**src/rtl/cla_chunked_addsub_if.sv**
```systemverilog
// Operand/result handshake bundle for cla_chunked_addsub.
// The producer/consumer side uses the master modport and the engine uses the slave modport.
// The ovf signal exists only when CLA_OVF_EN is defined.
interface cla_chunked_addsub_if #(
  parameter int WIDTH = 32
);
  // Request side
  logic             in_valid;
  logic             in_ready;
  logic [WIDTH-1:0] a;
  logic [WIDTH-1:0] b;
  logic             sub;

  // Response side
  logic             out_valid;
  logic             out_ready;
  logic [WIDTH-1:0] result;
  logic             c_out;
`ifdef CLA_OVF_EN
  logic             ovf;
`endif

`ifdef CLA_OVF_EN
  modport master (
    output in_valid, a, b, sub, out_ready,
    input  in_ready, out_valid, result, c_out, ovf
  );
  modport slave (
    input  in_valid, a, b, sub, out_ready,
    output in_ready, out_valid, result, c_out, ovf
  );
`else
  modport master (
    output in_valid, a, b, sub, out_ready,
    input  in_ready, out_valid, result, c_out
  );
  modport slave (
    input  in_valid, a, b, sub, out_ready,
    output in_ready, out_valid, result, c_out
  );
`endif
endinterface

```
**src/rtl/cla_chunked_addsub.sv**
```systemverilog
// Multi-cycle chunked carry look-ahead adder/subtractor.
// - One CHUNK-bit slice is resolved per cycle. All carries inside the slice are formed in
//   parallel as sums of products of the generate and propagate terms.
// - The slice carry-out is registered and used as the carry-in of the next slice.
// - A WIDTH-bit operation therefore takes WIDTH/CHUNK cycles.
// - Subtraction is A + ~B + 1: B is inverted at acceptance and the first carry-in is set to 1.
// - WIDTH must be a multiple of CHUNK.
// - The interface instance must use the same WIDTH as this module.
// - Optional feature: define CLA_OVF_EN to add the signed-overflow output (bus.ovf).
module cla_chunked_addsub #(
  parameter int WIDTH = 32,
  parameter int CHUNK = 8
) (
  input logic                 clk,
  input logic                 rst_n,
  cla_chunked_addsub_if.slave bus
);

  localparam int NCHUNK = WIDTH / CHUNK;
  localparam int IDX_W  = (NCHUNK > 1) ? $clog2(NCHUNK) : 1;
  localparam logic [IDX_W-1:0] LAST_IDX = IDX_W'(NCHUNK - 1);

  typedef enum logic [1:0] {
    S_IDLE = 2'd0,
    S_BUSY = 2'd1,
    S_DONE = 2'd2
  } state_t;

  state_t           state_q, state_d;
  logic [WIDTH-1:0] a_q, a_d;
  logic [WIDTH-1:0] b_q, b_d;
  logic [WIDTH-1:0] result_q, result_d;
  logic             cin_q, cin_d;
  logic             c_out_q, c_out_d;
  logic [IDX_W-1:0] idx_q, idx_d;

  logic             last_slice;
  int               slice_base;
  logic [CHUNK-1:0] g, p, sum;
  logic [CHUNK:0]   carry;
  logic             term;

  assign last_slice = (idx_q == LAST_IDX);
  assign slice_base = int'(idx_q) * CHUNK;

  // State register
  // NOTE: sequential state is updated with non-blocking assignments, so every flop samples
  // the values from before the edge, whatever order the always blocks run in.
  always_ff @(posedge clk or negedge rst_n) begin
    if (!rst_n) begin
      state_q <= S_IDLE;
    end else begin
      state_q <= state_d;
    end
  end

  // Next-state logic: IDLE -> BUSY on accept, BUSY -> DONE after the top slice, DONE -> IDLE when the result is taken
  always_comb begin
    state_d = state_q;
    unique case (state_q)
      S_IDLE:  if (bus.in_valid)  state_d = S_BUSY;
      S_BUSY:  if (last_slice)    state_d = S_DONE;
      S_DONE:  if (bus.out_ready) state_d = S_IDLE;
      default: state_d = S_IDLE;
    endcase
  end

  // Handshake outputs decoded from state; in_ready is low in DONE, so there is no same-cycle turnaround
  always_comb begin
    bus.in_ready  = (state_q == S_IDLE);
    bus.out_valid = (state_q == S_DONE);
  end

  // Slice look-ahead: each carry is g[i-1] | p[i-1]&g[i-2] | ... | (&p[i-1:0])&cin, flattened
  always_comb begin
    g        = a_q[slice_base +: CHUNK] & b_q[slice_base +: CHUNK];
    p        = a_q[slice_base +: CHUNK] ^ b_q[slice_base +: CHUNK];
    carry    = '0;
    term     = 1'b0;
    carry[0] = cin_q;
    for (int i = 1; i <= CHUNK; i++) begin
      for (int j = 0; j < i; j++) begin
        term = g[j];
        for (int k = j + 1; k < i; k++) begin
          term = term & p[k];
        end
        carry[i] = carry[i] | term;
      end
      term = cin_q;
      for (int k = 0; k < i; k++) begin
        term = term & p[k];
      end
      carry[i] = carry[i] | term;
    end
    sum = p ^ carry[CHUNK-1:0];
  end

  // Datapath next-state: operand capture at acceptance, in-place slice write-back while BUSY
  // NOTE: every variable gets a default at the top of the block, so no path leaves one
  // unassigned and no latch is inferred.
  always_comb begin
    a_d      = a_q;
    b_d      = b_q;
    cin_d    = cin_q;
    idx_d    = idx_q;
    result_d = result_q;
    c_out_d  = c_out_q;
    if (state_q == S_IDLE && bus.in_valid) begin
      a_d   = bus.a;
      b_d   = bus.b ^ {WIDTH{bus.sub}};
      cin_d = bus.sub;
      idx_d = '0;
    end else if (state_q == S_BUSY) begin
      result_d[slice_base +: CHUNK] = sum;
      cin_d = carry[CHUNK];
      if (last_slice) begin
        idx_d   = '0;
        c_out_d = carry[CHUNK];
      end else begin
        idx_d = idx_q + 1'b1;
      end
    end
  end

  // Datapath registers
  // NOTE: the operand registers are reset along with the others. This keeps the slice logic
  // free of X values after reset, and the cost is small at these widths.
  always_ff @(posedge clk or negedge rst_n) begin
    if (!rst_n) begin
      a_q      <= '0;
      b_q      <= '0;
      cin_q    <= 1'b0;
      idx_q    <= '0;
      result_q <= '0;
      c_out_q  <= 1'b0;
    end else begin
      a_q      <= a_d;
      b_q      <= b_d;
      cin_q    <= cin_d;
      idx_q    <= idx_d;
      result_q <= result_d;
      c_out_q  <= c_out_d;
    end
  end

  assign bus.result = result_q;
  assign bus.c_out  = c_out_q;

`ifdef CLA_OVF_EN
  logic ovf_q, ovf_d;

  // Signed overflow is the carry into the MSB XOR the carry out of the MSB; it is captured with c_out
  always_comb begin
    ovf_d = ovf_q;
    if (state_q == S_BUSY && last_slice) begin
      ovf_d = carry[CHUNK] ^ carry[CHUNK-1];
    end
  end

  // Overflow flag register
  always_ff @(posedge clk or negedge rst_n) begin
    if (!rst_n) begin
      ovf_q <= 1'b0;
    end else begin
      ovf_q <= ovf_d;
    end
  end

  assign bus.ovf = ovf_q;
`endif

endmodule
```
**src/flat_wrapper.sv**
```systemverilog
// flat-port wrapper written by rule: the top's interface ports become plain ports
module cla_chunked_addsub_flat 
#(
  parameter int WIDTH = 32,
  parameter int CHUNK = 8
)
  (clk, rst_n, bus_in_valid, bus_a, bus_b, bus_sub, bus_out_ready, bus_in_ready, bus_out_valid, bus_result, bus_c_out);
  cla_chunked_addsub_if #(.WIDTH(WIDTH)) bus_i ();
  input logic clk;
  input logic rst_n;
  input wire logic [$bits(bus_i.in_valid)-1:0] bus_in_valid;
  input wire logic [$bits(bus_i.a)-1:0] bus_a;
  input wire logic [$bits(bus_i.b)-1:0] bus_b;
  input wire logic [$bits(bus_i.sub)-1:0] bus_sub;
  input wire logic [$bits(bus_i.out_ready)-1:0] bus_out_ready;
  output wire logic [$bits(bus_i.in_ready)-1:0] bus_in_ready;
  output wire logic [$bits(bus_i.out_valid)-1:0] bus_out_valid;
  output wire logic [$bits(bus_i.result)-1:0] bus_result;
  output wire logic [$bits(bus_i.c_out)-1:0] bus_c_out;
  assign bus_i.in_valid = bus_in_valid;
  assign bus_i.a = bus_a;
  assign bus_i.b = bus_b;
  assign bus_i.sub = bus_sub;
  assign bus_i.out_ready = bus_out_ready;
  assign bus_in_ready = bus_i.in_ready;
  assign bus_out_valid = bus_i.out_valid;
  assign bus_result = bus_i.result;
  assign bus_c_out = bus_i.c_out;
  cla_chunked_addsub #(.WIDTH(WIDTH), .CHUNK(CHUNK)) u_core (.clk(clk), .rst_n(rst_n), .bus(bus_i));
endmodule
```
**config.mk**
```make
export PLATFORM = sky130hd
export DESIGN_NAME = cla_chunked_addsub_flat
export DESIGN_NICKNAME = d
export VERILOG_FILES = /design/src/rtl/cla_chunked_addsub_if.sv /design/src/rtl/cla_chunked_addsub.sv /design/src/flat_wrapper.sv
export SDC_FILE = /design/constraint.sdc
export NUM_CORES = 1
export LEC_CHECK = 0
export ABC_AREA = 1
export BUFFER_PORTS_ARGS = -buffer_cell sky130_fd_sc_hd__buf_2
export CAP_MARGIN = 20
export CORE_MARGIN = 1.5
export CORE_UTILIZATION = 40
export DETAILED_ROUTE_END_ITERATION = 7
export PLACE_DENSITY_LB_ADDON = 0.08
export REMOVE_ABC_BUFFERS = 1
export SYNTH_ARGS = -nofsm -noshare
export SYNTH_HDL_FRONTEND = slang
export SYNTH_SLANG_ARGS = --single-unit
```
**constraint.sdc**
```tcl
create_clock -name clk -period 5.6 [get_ports clk]
set_clock_uncertainty 0.15 [all_clocks]
set_input_delay 1.68 -clock clk [delete_from_list [all_inputs] [get_ports clk]]
set_output_delay 1.68 -clock clk [all_outputs]
set_load 0.01 [all_outputs]
```
==> results of run 1 <==
==> flip-flops by register name, summed over array words and instances, names as in the netlist <==
name	flops
u_core.b_q	32
u_core.bus.result	32
u_core.cin_q	1
u_core.state_q	2
u_core.idx_q	2
u_core.a_q	32
u_core.bus.c_out	1
==> through the flow <==
stage / worst slack [ns] / utilization
6_report: 2.32 / 0.491
5_1_grt: 2.05 / 0.491
4_1_cts: 2.31 / 0.491
2_1_floorplan: 1.24 / -
3_5_place_dp: 2.32 / 0.465
3_3_place_gp: 2.46 / 0.465
==> placed cells by master, fill, tap and decap left out, types with 4 or more instances in the layout <==
cell type	count
a22o_1	5
buf_2	102
buf_4	5
clkbuf_16	9
dfrtp_1	102
ha_1	15
inv_1	15
nand2_1	169
nand2_2	6
nand3_1	4
nand3_2	4
nor2_1	42
o21ai_0	77
o21ai_1	17
o22ai_1	16
o31ai_1	6
xnor2_1	34
==> power by group through the flow <==
stage	registers [mW]	logic (mW)	clock network (mW)
after global routing	1.30	2.27	0.701
after floorplan	1.27	1.43	0
final	1.26	2.00	0.655
after CTS	1.27	2.02	0.670
after global placement	1.28	1.98	0
after detailed placement	1.28	2.01	0
==> routing by layer <==
| metal | global-route usage | vias to the layer above | part of all wire |
|---|---|---|---|
| met4 | 0.0420 | 0 | 0.0090 |
| met2 | 0.308 | 93 | 0.47 |
| met5 | 0 | - | 0 |
| li1 | - | 2036 | - |
| met3 | 0.0369 | 10 | 0.047 |
| met1 | 0.258 | 1817 | 0.47 |
==> cell type report <==
cell class                      instances  area [um2]  area share
Clock buffer                           10         239      0.0402
Inverter                               20        75.1      0.0126
Multi-Input combinational cell        417        2250       0.378
Clock inverter                          6        75.1      0.0126
Timing Repair Buffer                  107         548      0.0921
Tap cell                              168         210      0.0353
Sequential cell                       102        2550       0.429
==> worst paths after layout <==
check	from	endpoint	slack (ns)	cells past startpoint
min reg2reg	u_core.bus.result[15]	u_core.bus.result[15]	0.32	2
min in group asynchronous	rst_n	u_core.state_q[1]	1.33	1
max reg2reg	u_core.idx_q[1]	u_core.bus.result[31]	2.32	18
max	u_core.idx_q[1]	u_core.bus.result[31]	2.32	18
min	u_core.bus.result[15]	u_core.bus.result[15]	0.32	2
max in group asynchronous	rst_n	u_core.b_q[21]	3.04	2
==> cell families (layout without fill, tap and decap cells) <==
family | count (synthesis) | after routing | share of synthesized area
AO/OA/AOI/OAI | 126 | 126 | 0.140
flip-flops | 102 | 102 | 0.511
adder cells (fa/ha/maj) | 16 | 16 | 0.0416
AND/OR/NAND/NOR | 238 | 238 | 0.202
XOR/XNOR | 37 | 37 | 0.0664
buffers and inverters | 49 | 143 | 0.0398
==> critical path: stages (launching register included) <==
cell and delay [ns]:
dfrtp_1 0.63, inv_1 0.57, o21ai_0 0.18, o22ai_1 0.27, ha_1 0.29, ha_1 0.20
nand3_1 0.08, nand3_2 0.08, nand3_2 0.07, nand2_2 0.06, nand2_2 0.06, nand2_2 0.06
nand2_4 0.09, nand2_4 0.06, nand2_4 0.05, nand3_2 0.08, nor2_2 0.12, nand2_1 0.06
nand2_1 0.05
==> impl_metrics.json, run 1 <==
{
  "status": "finished, final reports clean",
  "final.fill_count": 1238,
  "ys_seq_area_frac": 0.511,
  "firstDrtPassIters": 4,
  "die_w_um": 115,
  "clock-sinks": 102,
  "grt_overflow": 0,
  "clk_pin_slew_ns": 0.07,
  "hp-class": "reg2reg",
  "crit_type": "reg2reg",
  "endpoint_kind": "flop",
  "slew_headroom": 0.361,
  "finalMaxSlewViolations": 0,
  "comb_power_share": 0.510,
  "p_clk_frac": 0.167,
  "cts_hold_repair.buffers": 0,
  "yosysMostFrequentCell": "nand2_1",
  "globalplace.congestion": 0.770,
  "cts_buffers": 9,
  "hold_viol": 0,
  "synth_top_area_frac": 0.511,
  "cts_tree": "built",
  "dp.cells": 814,
  "power_mw": 3.92,
  "synth_top_cell_by_area": "dfrtp_1",
  "yosysWarningCount": 0,
  "ys_ff_latch": 102,
  "via_per_inst": 4.77,
  "wl_um": 11700,
  "cap_violations": 0,
  "place_hpwl_um": 8360,
  "avgSynthCellArea_um2": 8.80,
  "switching_share": 0.450,
  "netlist_area_um2": 5000,
  "fmax_mhz": 305,
  "start_util": 0.413,
  "tightest_slew_ns": 0.959,
  "arrival_ns": 3.41,
  "cts_setup_buffers": 0,
  "ys.flop_type": "dfrtp_1",
  "antennaDiodeCount": 0,
  "leakage_nw": 2.98,
  "ys_top_cells_by_area": "dfrtp_1, nand2_1, o21ai_0",
  "cts.repair.resized": 0,
  "h-tree-depth": 3,
  "setup_viol": 0,
  "first_global_vias": 3851,
  "fin_setup_tns_ns": 0,
  "drc": 0,
  "crit_path_max_fanout": 21,
  "synthTopCellsByCount": "nand2_1, dfrtp_1, o21ai_0, nor2_1, xnor2_1",
  "track_usage": 0.187,
  "period_share": 0.586,
  "routedWlPerCell_um": 14.1,
  "antenna_found_initial": 0,
  "fin_cells": 830,
  "clk_latency_ns": 0.34,
  "coreArea_um2": 12100,
  "vdd_ir_drop_max_mv": 0.267,
  "grt_pass1_wl_um": 19300,
  "grt_max_degree": 98,
  "cp-start-kind": "flop",
  "port_buffers": 103,
  "antenna_left": 0,
  "p_seq_frac": 0.323,
  "final_area_um2": 5950,
  "synth_edf_count": 0,
  "drt_iter0_markers": 190,
  "rsz0062_at_grt": "no",
  "syn_to_final_growth_pct": 19.0,
  "fin_hold_ws_ns": 0.325,
  "drive_gt1_frac": 0.224,
  "clockRootBuffer": "clkbuf_16",
  "required_ns": 5.73,
  "fin_nets": 742,
  "die_h_um": 115,
  "synth.distinct_cells": 33,
  "post-route-min-period_ns": 3.28,
  "p_sw_mw": 1.76,
  "die_area_um2": 13200,
  "io_pins": 104,
  "syn_inst": 568,
  "via_count": 3956,
  "std_cell_rows": 40,
  "async_flop_share": 1.00,
  "dpl_cell_area_um2": 5630,
  "p_int_mw": 2.15,
  "p_per_area_nw_per_um2": 658,
  "clock_path_buffers": 2
}
No activity file was read; power rests on OpenSTA's default activity.
==> run 2: changes to the inputs <==
==> constraint.sdc (replaced) <==
create_clock -name clk -period 3.1 [get_ports clk]
set_clock_uncertainty 0.15 [all_clocks]
set_input_delay 0.93 -clock clk [delete_from_list [all_inputs] [get_ports clk]]
set_output_delay 0.93 -clock clk [all_outputs]
set_load 0.01 [all_outputs]
==> run 2 against run 1 <==
Net effect:
- final area up 1.2%
- non-clock buffer count is 8 higher
- via count increased by 1.3%
- sequential share of layout area decreased by 0.53 points
- register-to-register slack worse by 1.9 ns
- utilization increased by 0.61 points
- sequential power up 79%
- die area unchanged
- combinational power increased by 86%
- global-route usage up 0.39 points
==> impl_metrics.json, run 2 (synthesized netlist as in run 1, its figures left out) <==
{
  "track_usage": 0.191,
  "die_h_um": 115,
  "antenna_left": 0,
  "coreArea_um2": 12100,
  "fin_hold_ws_ns": 0.324,
  "clock_path_buffers": 2,
  "rr_startpoint": "u_core.idx_q[1]",
  "std_cell_rows": 40,
  "tightest_slew_ns": 0.536,
  "cts_tree": "built",
  "slew_headroom": 0.642,
  "die_w_um": 115,
  "hold_viol": 0,
  "finalMaxSlewViolations": 0,
  "p_per_area_nw_per_um2": 1180,
  "via_count": 4007,
  "busiest_layer": "met2",
  "die_area_um2": 13200,
  "h-tree-depth": 3,
  "crit_type": "reg2reg",
  "syn_to_final_growth_pct": 20.5,
  "fin_cells": 838,
  "drc": 0,
  "cts.repair.resized": 0,
  "cts_setup_buffers": 0,
  "grt_use_met2": 0.304,
  "setup_viol": 0,
  "routedWlPerCell_um": 14.0,
  "cap_violations": 0,
  "fmax_mhz": 369,
  "post-route-min-period_ns": 2.71,
  "grt_overflow": 0,
  "io_pins": 104,
  "dp.cells": 822,
  "clk_latency_ns": 0.35,
  "grt_pass1_wl_um": 19500,
  "clockRootBuffer": "clkbuf_16",
  "met3_usage": 0.0332,
  "cts_buffers": 9,
  "hp-class": "in2async",
  "start_util": 0.413,
  "status": "finished, final reports clean",
  "fin_nets": 750,
  "clk_pin_slew_ns": 0.07,
  "endpoint_kind": "flop",
  "first_global_vias": 3902,
  "required_ns": 3.19,
  "antenna_found_initial": 0,
  "via_per_inst": 4.78,
  "grt_max_degree": 98,
  "cp-start-kind": "flop",
  "firstDrtPassIters": 4,
  "cts_hold_repair.buffers": 0,
  "most-common-layout-cells": "nand2_1, buf_2, dfrtp_1, o21ai_0, nor2_1",
  "clock-sinks": 102,
  "leakage_nw": 3.02,
  "final.fill_count": 1215,
  "drive_gt1_frac": 0.231,
  "crit_path_max_fanout": 10,
  "antennaDiodeCount": 0,
  "place_hpwl_um": 8600,
  "globalplace.congestion": 0.775,
  "wl_um": 11700,
  "mostFrequentLayoutCell": "nand2_1",
  "startpoint": "u_core.idx_q[1]",
  "vdd_ir_drop_max_mv": 0.396,
  "grt_use_met1": 0.262,
  "arrival_ns": 2.80,
  "rsz0062_at_grt": "no",
  "drt_iter0_markers": 186,
  "port_buffers": 103,
  "period_share": 0.873
}
[run 2: path summary, 6_finish.rpt]
kind / endpoint / slack, ns / cells past startpoint
setup / recovery: u_core.bus.result[12] / 0.39 / 14
hold / removal: u_core.bus.result[8] / 0.32 / 1
hold reg to reg: u_core.bus.result[31] / 0.32 / 2
min in group clk: u_core.bus.result[31] / 0.32 / 2
max in group asynchronous: u_core.b_q[21] / 1.78 / 2
setup reg to reg: u_core.bus.result[12] / 0.39 / 14
[run 2: final cells by class]
class	count	area, um2	area share
flip-flops and latches	102	2550	0.424
multi-input cells	417	2250	0.373
repair buffers	115	646	0.107
clock buffers	10	229	0.0380
well taps	168	210	0.0349
inverters	20	75.1	0.0125
clock inverters	6	61.3	0.0102
[run 2: power breakdown]
group | switching, mW | internal (mW) | leakage [nW] | total [mW]
Sequential | 0.356 | 1.90 | 1.31 | 2.26
Clock | 0.498 | 0.625 | 0.143 | 1.12
Combinational | 2.32 | 1.39 | 1.57 | 3.71
Total | 3.17 | 3.91 | 3.02 | 7.09
[run 2: worst max-delay path, cell delays in order, from the launching register on]
cell     delay, ns
dfrtp_1       0.38
inv_1         0.18
buf_4         0.20
o21ai_0       0.08
o22ai_1       0.22
ha_1          0.29
ha_1          0.20
nand3_1       0.08
nand3_2       0.08
and2_4        0.16
a21oi_4       0.14
xor2_2        0.21
nor2_1        0.06
nand2_1       0.09
o21ai_1       0.06
[run 2: metal layers]
metal	vias up	wire length [um]
li1	2059	-
met1	1848	5590
met2	89	5450
met3	11	457
met4	0	197
met5	-	0
[run 2: through the flow]
| stage | utilization | power (mW) | setup TNS, ns | setup WS (ns) | cell area [um2] |
|---|---|---|---|---|---|
| after floorplan | - | 4.87 | -25.07 | -0.726 | 4870 |
| after global placement | 0.473 | 5.97 | 0 | 0.498 | 5730 |
| after detailed placement | 0.473 | 6.02 | 0 | 0.391 | 5730 |
| after CTS | 0.497 | 7.19 | 0 | 0.365 | 6020 |
| after global routing | 0.497 | 7.76 | 0 | 0.108 | 6020 |
| final | 0.497 | 7.09 | 0 | 0.392 | 6020 |
